## src/rtl/coord_stepper_if.sv

```systemverilog
// Frame-parameter / raster-timing inputs and pixel-coordinate outputs of coord_stepper.
interface coord_stepper_if #(
  parameter int unsigned COORD_WIDTH = 16,
  parameter int unsigned ZOOM_WIDTH  = 8,
  parameter int unsigned ITER_WIDTH  = 6
);
  logic                   v_begin;
  logic                   h_begin;
  logic                   pix_en;
  logic [COORD_WIDTH-1:0] centre_x;
  logic [COORD_WIDTH-1:0] centre_y;
  logic [ZOOM_WIDTH-1:0]  zoom_level;
  logic [ITER_WIDTH-1:0]  max_iter_limit;
  logic [COORD_WIDTH-1:0] c_re;
  logic [COORD_WIDTH-1:0] c_im;
  logic                   c_valid;
  logic [ITER_WIDTH-1:0]  frame_iter_limit;
  logic                   overrun_err;

  modport master (
    output v_begin, h_begin, pix_en, centre_x, centre_y, zoom_level, max_iter_limit,
    input  c_re, c_im, c_valid, frame_iter_limit, overrun_err
  );

  modport slave (
    input  v_begin, h_begin, pix_en, centre_x, centre_y, zoom_level, max_iter_limit,
    output c_re, c_im, c_valid, frame_iter_limit, overrun_err
  );
endinterface

```

## src/rtl/coord_stepper.sv

```systemverilog
// Per-pixel Q4.12 complex-plane coordinate generator using incremental accumulators.
// Optional macro COORD_SAT_EN: adds an accumulator guard bit and saturates the output coordinates.
module coord_stepper #(
  parameter int unsigned COORD_WIDTH = 16,
  parameter int unsigned ZOOM_WIDTH  = 8,
  parameter int unsigned ITER_WIDTH  = 6,
  parameter int unsigned EXT_BITS    = 8,
  parameter int unsigned H_ACTIVE    = 640,
  parameter int unsigned V_ACTIVE    = 480,
  parameter int unsigned BASE_STEP   = 19
) (
  input  logic           clk,
  input  logic           rst_n,
  coord_stepper_if.slave bus
);

  localparam int unsigned A = COORD_WIDTH + EXT_BITS;
`ifdef COORD_SAT_EN
  localparam int unsigned AW = A + 1;
`else
  localparam int unsigned AW = A;
`endif
  localparam int unsigned CNT_W = $clog2(H_ACTIVE + 1);
  localparam logic [AW-1:0] STEP0 = AW'(BASE_STEP) << EXT_BITS;

  typedef enum logic [1:0] {
    S_IDLE,
    S_LOAD,
    S_RUN
  } state_t;

  state_t r_state;
  state_t w_state_nxt;

  logic [COORD_WIDTH-1:0] r_cx;
  logic [COORD_WIDTH-1:0] r_cy;
  logic [ZOOM_WIDTH-1:0]  r_zoom;
  logic [ITER_WIDTH-1:0]  r_iter;
  logic [AW-1:0]          r_step;
  logic [AW-1:0]          r_org_re;
  logic [AW-1:0]          r_org_im;
  logic [AW-1:0]          r_re_acc;
  logic [AW-1:0]          r_im_acc;
  logic                   r_first_line;
  logic [CNT_W-1:0]       r_pix_cnt;
  logic [COORD_WIDTH-1:0] r_c_re;
  logic [COORD_WIDTH-1:0] r_c_im;
  logic                   r_c_valid;
  logic                   r_overrun;

  logic [3:0]             w_z;
  logic [AW-1:0]          w_step;
  logic [AW-1:0]          w_org_re;
  logic [AW-1:0]          w_org_im;
  logic                   w_hb;
  logic                   w_pe;
  logic [AW-1:0]          w_re_base;
  logic [AW-1:0]          w_im_base;
  logic [CNT_W-1:0]       w_cnt_base;
  logic [COORD_WIDTH-1:0] w_re_out;
  logic [COORD_WIDTH-1:0] w_im_out;

  always_ff @(posedge clk or negedge rst_n) begin
    if (!rst_n) r_state <= S_IDLE;
    else        r_state <= w_state_nxt;
  end

  always_comb begin
    w_state_nxt = r_state;
    if (bus.v_begin) begin
      w_state_nxt = S_LOAD;
    end else begin
      unique case (r_state)
        S_IDLE:  w_state_nxt = S_IDLE;
        S_LOAD:  w_state_nxt = S_RUN;
        S_RUN:   w_state_nxt = S_RUN;
        default: w_state_nxt = S_IDLE;
      endcase
    end
  end

  // Frame geometry from the parameters latched at v_begin.
  always_comb begin
    w_z      = (r_zoom > ZOOM_WIDTH'(15)) ? 4'd15 : r_zoom[3:0];
    w_step   = STEP0 >> w_z;
    w_org_re = ({{(AW-COORD_WIDTH){r_cx[COORD_WIDTH-1]}}, r_cx} << EXT_BITS)
             - AW'(H_ACTIVE / 2) * w_step;
    w_org_im = ({{(AW-COORD_WIDTH){r_cy[COORD_WIDTH-1]}}, r_cy} << EXT_BITS)
             - AW'(V_ACTIVE / 2) * w_step;
  end

  // h_begin is applied before a coincident pix_en, so the pixel sees the line-start values.
  always_comb begin
    w_hb       = (r_state == S_RUN) && bus.h_begin && !bus.v_begin;
    w_pe       = (r_state == S_RUN) && bus.pix_en  && !bus.v_begin;
    w_re_base  = w_hb ? r_org_re : r_re_acc;
    w_im_base  = w_hb ? (r_first_line ? r_org_im : r_im_acc + r_step) : r_im_acc;
    w_cnt_base = w_hb ? '0 : r_pix_cnt;
  end

  always_comb begin
`ifdef COORD_SAT_EN
    w_re_out = (w_re_base[AW-1] != w_re_base[AW-2])
             ? {w_re_base[AW-1], {(COORD_WIDTH-1){~w_re_base[AW-1]}}}
             : w_re_base[AW-2:EXT_BITS];
    w_im_out = (w_im_base[AW-1] != w_im_base[AW-2])
             ? {w_im_base[AW-1], {(COORD_WIDTH-1){~w_im_base[AW-1]}}}
             : w_im_base[AW-2:EXT_BITS];
`else
    w_re_out = w_re_base[A-1:EXT_BITS];
    w_im_out = w_im_base[A-1:EXT_BITS];
`endif
  end

  always_ff @(posedge clk or negedge rst_n) begin
    if (!rst_n) begin
      r_cx         <= '0;
      r_cy         <= '0;
      r_zoom       <= '0;
      r_iter       <= '1;
      r_step       <= '0;
      r_org_re     <= '0;
      r_org_im     <= '0;
      r_re_acc     <= '0;
      r_im_acc     <= '0;
      r_first_line <= 1'b0;
      r_pix_cnt    <= '0;
      r_c_re       <= '0;
      r_c_im       <= '0;
      r_c_valid    <= 1'b0;
      r_overrun    <= 1'b0;
    end else begin
      r_c_valid <= w_pe;
      if (bus.v_begin) begin
        r_cx      <= bus.centre_x;
        r_cy      <= bus.centre_y;
        r_zoom    <= bus.zoom_level;
        r_iter    <= bus.max_iter_limit;
        r_overrun <= 1'b0;
      end else if (r_state == S_LOAD) begin
        r_step       <= w_step;
        r_org_re     <= w_org_re;
        r_org_im     <= w_org_im;
        r_first_line <= 1'b1;
        r_pix_cnt    <= '0;
      end else if (w_hb || w_pe) begin
        r_im_acc <= w_im_base;
        if (w_hb) r_first_line <= 1'b0;
        if (w_pe) begin
          r_c_re   <= w_re_out;
          r_c_im   <= w_im_out;
          r_re_acc <= w_re_base + r_step;
          // Counter parks at H_ACTIVE so long overruns cannot wrap it back into range.
          if (w_cnt_base == CNT_W'(H_ACTIVE)) begin
            r_overrun <= 1'b1;
            r_pix_cnt <= w_cnt_base;
          end else begin
            r_pix_cnt <= w_cnt_base + CNT_W'(1);
          end
        end else begin
          r_re_acc  <= w_re_base;
          r_pix_cnt <= w_cnt_base;
        end
      end
    end
  end

  assign bus.c_re             = r_c_re;
  assign bus.c_im             = r_c_im;
  assign bus.c_valid          = r_c_valid;
  assign bus.frame_iter_limit = r_iter;
  assign bus.overrun_err      = r_overrun;

endmodule

```

## src/flat_wrapper.sv

```systemverilog
// flat-port wrapper written by rule: the top's interface ports become plain ports
module coord_stepper_flat 
#(
  parameter int unsigned COORD_WIDTH = 16,
  parameter int unsigned ZOOM_WIDTH  = 8,
  parameter int unsigned ITER_WIDTH  = 6,
  parameter int unsigned EXT_BITS    = 8,
  parameter int unsigned H_ACTIVE    = 640,
  parameter int unsigned V_ACTIVE    = 480,
  parameter int unsigned BASE_STEP   = 19
)
  (clk, rst_n, bus_v_begin, bus_h_begin, bus_pix_en, bus_centre_x, bus_centre_y, bus_zoom_level, bus_max_iter_limit, bus_c_re, bus_c_im, bus_c_valid, bus_frame_iter_limit, bus_overrun_err);
  coord_stepper_if #(.COORD_WIDTH(COORD_WIDTH), .ZOOM_WIDTH(ZOOM_WIDTH), .ITER_WIDTH(ITER_WIDTH)) bus_i ();
  input  logic clk;
  input  logic rst_n;
  input wire logic [$bits(bus_i.v_begin)-1:0] bus_v_begin;
  input wire logic [$bits(bus_i.h_begin)-1:0] bus_h_begin;
  input wire logic [$bits(bus_i.pix_en)-1:0] bus_pix_en;
  input wire logic [$bits(bus_i.centre_x)-1:0] bus_centre_x;
  input wire logic [$bits(bus_i.centre_y)-1:0] bus_centre_y;
  input wire logic [$bits(bus_i.zoom_level)-1:0] bus_zoom_level;
  input wire logic [$bits(bus_i.max_iter_limit)-1:0] bus_max_iter_limit;
  output wire logic [$bits(bus_i.c_re)-1:0] bus_c_re;
  output wire logic [$bits(bus_i.c_im)-1:0] bus_c_im;
  output wire logic [$bits(bus_i.c_valid)-1:0] bus_c_valid;
  output wire logic [$bits(bus_i.frame_iter_limit)-1:0] bus_frame_iter_limit;
  output wire logic [$bits(bus_i.overrun_err)-1:0] bus_overrun_err;
  assign bus_i.v_begin = bus_v_begin;
  assign bus_i.h_begin = bus_h_begin;
  assign bus_i.pix_en = bus_pix_en;
  assign bus_i.centre_x = bus_centre_x;
  assign bus_i.centre_y = bus_centre_y;
  assign bus_i.zoom_level = bus_zoom_level;
  assign bus_i.max_iter_limit = bus_max_iter_limit;
  assign bus_c_re = bus_i.c_re;
  assign bus_c_im = bus_i.c_im;
  assign bus_c_valid = bus_i.c_valid;
  assign bus_frame_iter_limit = bus_i.frame_iter_limit;
  assign bus_overrun_err = bus_i.overrun_err;
  coord_stepper #(.COORD_WIDTH(COORD_WIDTH), .ZOOM_WIDTH(ZOOM_WIDTH), .ITER_WIDTH(ITER_WIDTH), .EXT_BITS(EXT_BITS), .H_ACTIVE(H_ACTIVE), .V_ACTIVE(V_ACTIVE), .BASE_STEP(BASE_STEP)) u_core (.clk(clk), .rst_n(rst_n), .bus(bus_i));
endmodule
```

## config.mk

```make
export PLATFORM = sky130hd
export DESIGN_NAME = coord_stepper_flat
export DESIGN_NICKNAME = d
export VERILOG_FILES = /design/src/rtl/coord_stepper_if.sv /design/src/rtl/coord_stepper.sv /design/src/flat_wrapper.sv
export SDC_FILE = /design/constraint.sdc
export NUM_CORES = 1
export LEC_CHECK = 0
export ABC_AREA = 0
export CORE_UTILIZATION = 35
export DETAILED_ROUTE_END_ITERATION = 8
export SLEW_MARGIN = 20
export SYNTH_ARGS = -nofsm -noshare
export SYNTH_HDL_FRONTEND = slang
export SYNTH_SLANG_ARGS = --single-unit
```

## constraint.sdc

```tcl
create_clock -name clk -period 8.1 [get_ports clk]
set_input_delay 1.62 -clock clk [delete_from_list [all_inputs] [get_ports clk]]
set_output_delay 1.62 -clock clk [all_outputs]
set_load 0.005 [all_outputs]
```

==> impl_metrics.toml <==
[run_status]
status = "complete, no violations"

[setup_path]
cp_common_cell = "ha_1"
cp.required_ps = 8400
cp-end-kind = "flip-flop"
critPathBufInv = 1
cp_slowest_stage_delay_ps = 670
crit_fanout = 8
cp-start-kind = "flip-flop"
path_delay_family = "compound AO/OA/AOI/OAI gates"
critPathArrivalTime_ps = 7320
cp_cell_sequence = "nor4_2, or2b_1, inv_1, ha_1, and3_1, a31oi_1, nand2_1, fa_1, fa_1, ha_1, nor2b_1, o21ai_0, a21boi_0, o21ai_0, nand2_1, ha_1, a21o_1, a311o_1, a31o_1, nand3_1, o21ai_2, a2111oi_0, a41o_1, o31ai_1"
setup.worst_path.class = "reg -> reg"
crit_slowest_cell = "nor4_2"

[logic_synthesis]
synth_top_area_share_pct = 34.7
netlist_instances = 1465
yosys-top-cells-area = "dfrtp_1 35%, ha_1 10%, nand2_1 5.7%, mux2_2 4.3%, o21ai_0 4.2%"
syn_nets = 1647
yosys_warnings = 0
synth_largest_area_cell = "dfrtp_1"
synth_flop_cell = "dfrtp_1"
synth_edf_count = 0
syn_area_um2 = 13200
synthArstFlopShare_pct = 100
synth_seq_cells = 189
syn_avg_cell_area_um2 = 9.01
ys_seq_area_share_pct = 35.9
synth.distinct_cells = 79

[die]
die_w_um = 196
fp-row-count = 70
core_area_um2 = 36900
start_util_pct = 35.8
dieArea_um2 = 38500
io-pin-count = 91
die_h_um = 196

[clock_network]
cts_root_buffer = "clkbuf_16"
post_cts_resize_count = 0
clk_latency_ps = 460
path_clk_slew_ps = 80
htree_levels = 4
tritoncts = "yes"
clkSinkCount = 189
clockBufferDepth = 2
hold_buffers = 0
cts_setup_buffers = 0
cts_inserted_buffers = 17

[placed_design]
port-buffer-count = 90
dpl-instance-area_um2 = 14600
dp_hpwl_mm = 25.1
finalWeightedCongestion = 0.880
post-place-ws_ps = 1160

[routing]
drtIter0Drc = 714
viasPerCell = 5.29
wl_per_cell_um = 16.7
dr_total_vias = 10800
wirelength_mm = 34.1
route.detailed.drc = 0
drtPass1Iterations = 5
drtAntennaViolNets = 0

[finish]
layout-drive-gt1-share_pct = 7.96
fin_nets = 1701
regArea_um2 = 4740
postLayoutCoreUtil_pct = 41.1
n_antenna_cell = 0
final_area_um2 = 15200
multi_input_area_um2 = 7930
layout_common_cells = "200 x nand2_1, 183 x dfrtp_1, 111 x o21ai_0, 109 x ha_1, 107 x a21oi_1"
final_common_cell = "nand2_1"
area_growth_pct = 14.9
n_fill_cell = 3676

[sta]
period_share_pct = 86.7
rsz0062_at_grt = "false"
hold_viol_final = 0
relSlewSlack_pct = 35.7
fin_skew_ps = 14.3
final-setup-viol-count = 0
fmax_mhz = 142
tns_ps = 0
maxSlewViolCount = 0
setup_slack_ps = 1080
worst_pin_slew_ps = 964
fin_crit_ps = 7020

[power_and_ir_drop]
total_leakage_power_nw = 6.88
powerDensity_nw_per_um2 = 186
vdd_ir_drop_max_uv = 159

[global_route]
overflow = 0
track_usage_pct = 18.3
grt_pass1_wl_mm = 55.9
antenna_found_initial = 0
grt_max_degree = 115
grt_pass1_vias = 10300

[job]
maxCapViolCount = 0

[hold_path]
worst_hold_path_type = "reg -> reg"
## tightest hold or removal path, stage by stage, from the launching register on
cell	delay (ps)
dfrtp_1	340
nand2_1	50
o41ai_1	60
## routing by layer
| layer | wire [um] | global-route usage (%) |
|---|---|---|
| met5 | 0 | 0 |
| met4 | 427 | 4.75 |
| met3 | 1450 | 2.65 |
| met2 | 15200 | 28.0 |
| met1 | 17000 | 26.9 |
## power by group
part / switching [mW] / internal [mW]
combinational: 0.360 / 0.342
sequential: 0.163 / 1.10
clock: 0.437 / 0.416
## Yosys cell counts (6+ instances only)
| cell | instances |
|---|---|
| mux2_2 | 50 |
| inv_1 | 77 |
| or3_1 | 8 |
| o22ai_1 | 16 |
| dfrtp_1 | 183 |
| o21bai_1 | 6 |
| nand2_1 | 200 |
| o21ai_1 | 16 |
| xor2_1 | 34 |
| a31oi_1 | 20 |
| o21ai_0 | 111 |
| xnor2_1 | 38 |
| buf_1 | 11 |
| and3_1 | 13 |
| a211oi_1 | 14 |
| nor2_1 | 82 |
| a21oi_1 | 107 |
| fa_1 | 22 |
| nand3_1 | 28 |
| clkbuf_1 | 49 |
| and2_1 | 11 |
| nor2b_1 | 12 |
| ha_1 | 109 |
| a21o_1 | 28 |
| a22o_1 | 6 |
| mux2i_1 | 23 |
| dfstp_2 | 6 |
| nor3_1 | 26 |
| o21a_1 | 15 |
| a221oi_1 | 7 |
| nand2b_1 | 16 |
| o31ai_1 | 14 |
| nand4_1 | 8 |
## state kept, by name (all words and copies together) (netlist names), 6 cells and up
| name | cells |
|---|---|
| u_core.r_cy | 16 |
| u_core.r_org_re | 17 |
| u_core.r_org_im | 19 |
| u_core.r_im_acc | 24 |
| u_core.r_step | 12 |
| u_core.bus.c_re | 16 |
| u_core.r_zoom | 8 |
| u_core.bus.c_im | 16 |
| u_core.bus.frame_iter_limit | 6 |
| u_core.r_cx | 16 |
| u_core.r_re_acc | 24 |
| u_core.r_pix_cnt | 10 |
## cell families (layout without fill, tap and decap cells)
| group | Yosys count | in the layout | synth area share (%) |
|---|---|---|---|
| muxes | 73 | 73 | 6.01 |
| and+or+nand+nor | 440 | 440 | 15.5 |
| DFF | 189 | 189 | 35.9 |
| adders and majority gates | 131 | 131 | 13.7 |
| xor gates and xnor gates | 72 | 72 | 4.78 |
| buffers and inverters | 143 | 210 | 4.12 |
| AOI/OAI and AO/OA | 417 | 417 | 20.0 |
## through the flow
stage | power [mW] | hold WS, ps | cells
6_report | 2.82 | 476 | 2036
5_1_grt | 3.00 | 515 | 2036
4_1_cts | 2.85 | 480 | 2036
3_5_place_dp | 1.99 | 460 | 2004
3_3_place_gp | 1.97 | 456 | 2004
2_1_floorplan | 1.69 | 435 | 1465
## layout make-up
type,instances,share of cell area (%)
repair buffers,101,6.56
inverters,77,1.90
well taps,504,4.16
clock buffers,17,2.80
clock inverters,15,1.10
multi-input cells,1133,52.3
flip-flops and latches,189,31.2
## worst paths after layout
path                            slack [ps]                           start  depth (start not counted)                              end
worst max register to register        1080    u_core.r_zoom[7]$_DFFE_PN0P_                         24  u_core.r_org_im[21]$_DFFE_PN0P_
worst max-delay path                  1080    u_core.r_zoom[7]$_DFFE_PN0P_                         24  u_core.r_org_im[21]$_DFFE_PN0P_
worst min register to register         480  u_core.r_re_acc[2]$_DFFE_PN0P_                          2   u_core.r_re_acc[2]$_DFFE_PN0P_
min in group asynchronous             1310                           rst_n                          1   u_core.bus.c_re[9]$_DFFE_PN0P_
max in group asynchronous             5230                           rst_n                          2       u_core.r_cy[0]$_DFFE_PN0P_
worst min-delay path                   480  u_core.r_re_acc[2]$_DFFE_PN0P_                          2   u_core.r_re_acc[2]$_DFFE_PN0P_
Power figures use the tool's default switching activity.
==> variant: new RTL, same flow settings <==
Make the reset (`rst_n`) synchronous in 2 clocked blocks.
--- a/src/rtl/coord_stepper.sv
+++ b/src/rtl/coord_stepper.sv
@@ -60,7 +60,7 @@
   logic [COORD_WIDTH-1:0] w_re_out;
   logic [COORD_WIDTH-1:0] w_im_out;
 
-  always_ff @(posedge clk or negedge rst_n) begin
+  always_ff @(posedge clk) begin
     if (!rst_n) r_state <= S_IDLE;
     else        r_state <= w_state_nxt;
   end
@@ -112,7 +112,7 @@
 `endif
   end
 
-  always_ff @(posedge clk or negedge rst_n) begin
+  always_ff @(posedge clk) begin
     if (!rst_n) begin
       r_cx         <= '0;
       r_cy         <= '0;
Formal check against the unedited RTL: differs if rst_n is asserted again (counterexample within 4 cycles, from zero or initial values and one cycle with rst_n low); with rst_n held inactive, the same outputs for 4 cycles.
==> variant against the original RTL <==
- total power is 2.3% lower
- worst hold slack worse by 23 ps
- sequential share of layout area is 5.9 points lower
- setup slack worse by 68 ps
- sequential cell count stayed put
- area after synthesis is 1.2% lower
- wire length is 2.5% higher
- final cell count is 4.4% higher
- maximum frequency is 0.95% lower
- via count is 5.9% higher
- cell area is 1.3% lower
==> variant: results (changes against the original RTL) <==
Critical path
  – CP max FO: 10 (+2)
  – Worst reg2reg endpoint: u_core.r_org_im[23]$_SDFFE_PN0P_
  – Crit-path slowest cell: or4_4
  – Worst R2R Setup Slack: 1010 ps (-70 ps)
  – Worst-case reg-to-reg path depth: 28 (+17%)
  – Arrival @ worst endpoint: 7400 ps (+80 ps)
  – Delay-heaviest family, CP: simple AND/OR/NAND/NOR gates
  – Worst r2r src: u_core.r_zoom[7]$_SDFFE_PN0P_

Global route
  – Largest net degree at the start of global routing: 91 (-21%)
  – Vias in the first global route: 10900 (+5.2%)
  – GRT Util Overall: 0.185 (+0.00240)
  – Global Route met2 Usage: 0.292 (+0.0120)

Run status
  – Outcome: finished clean

Place
  – Placer Congestion: 0.882 (+0.22%)
  – Dpl hpwl: 26.0 mm (+3.5%)

Routing
  – DRT met1 WL: 17.9 mm (+5.3%)
  – Metal3 WL: 1.43 mm (-1.2%)
  – Iteration-0 DRC Markers: 667 (-6.6%)
  – WL met2: 15.3 mm (+0.87%)

Hold path
  – Hold Crit Start: u_core.bus.c_re[5]$_SDFFE_PN0P_

Power
  – Lkg Pwr: 6.29 nW (-8.5%)
  – Max VDD drop: 146 µV (-8.5%)

Logic synthesis
  – Fraction of registers with async set or reset after synthesis: 0 (-1.00)
  – Sequential area share after synthesis: 0.290 (-0.0688)
  – Synth top area cells: dfxtp_1 29%, ha_1 10%, mux2i_1 5.5%, nand2_1 5.3%, a21oi_1 4.0%
  – XOR/XNOR Fraction of Synth Area: 0.0490 (+0.00123)
  – Synth Net Count: 1785 (+8.4%)
  – Synth Area in Adders: 0.140 (+0.00313)

STA
  – Final hold slack: 454 ps (-22.7 ps)
==> variant: metrics by stage <==
step	cells	utilization	cell area [µm²]
global route	2125	0.409	15000
floorplan	1602	-	13100
CTS	2125	0.409	15000
global placement	2094	0.392	14300
finish	2125	0.409	15000
detailed placement	2094	0.392	14300
==> variant: logic make-up after synthesis <==
logic type	count (synthesis)
compound gates	433
xor+xnor	73
fa+ha+maj	132
buf+inv	162
flops	189
mux	77
simple gates	536
==> variant: worst max path at each step <==
stage | startpoint | endpoint | slack, ps | cells after the start
6_report | u_core.r_zoom[7]$_SDFFE_PN0P_ | u_core.r_org_im[23]$_SDFFE_PN0P_ | 1010 | 28
5_1_grt | u_core.r_zoom[7]$_SDFFE_PN0P_ | u_core.r_org_im[23]$_SDFFE_PN0P_ | 540 | 28
4_1_cts | u_core.r_zoom[7]$_SDFFE_PN0P_ | u_core.r_org_im[23]$_SDFFE_PN0P_ | 1000 | 28
3_5_place_dp | u_core.r_zoom[7]$_SDFFE_PN0P_ | u_core.r_org_im[23]$_SDFFE_PN0P_ | 1070 | 28
3_3_place_gp | u_core.r_zoom[7]$_SDFFE_PN0P_ | u_core.r_org_im[23]$_SDFFE_PN0P_ | 1230 | 28
2_1_floorplan | u_core.r_zoom[7]$_SDFFE_PN0P_ | u_core.r_org_im[23]$_SDFFE_PN0P_ | 1690 | 29
==> variant: where the power goes <==
group	total [W]	switching, W	internal, W
clock	0.000915	0.000388	0.000527
sequential	0.00100	0.0000391	0.000964
combinational	0.000840	0.000481	0.000359
total	0.00276	0.000908	0.00185
==> variant: layout make-up <==
type | instances | area, µm²
fillers | 3744 | 21600
multi-input cells | 1251 | 8660
flip-flops and latches | 189 | 3780
repair buffers | 104 | 1000
well taps | 468 | 586
clock buffers | 19 | 443
inverters | 82 | 309
clock inverters | 12 | 184
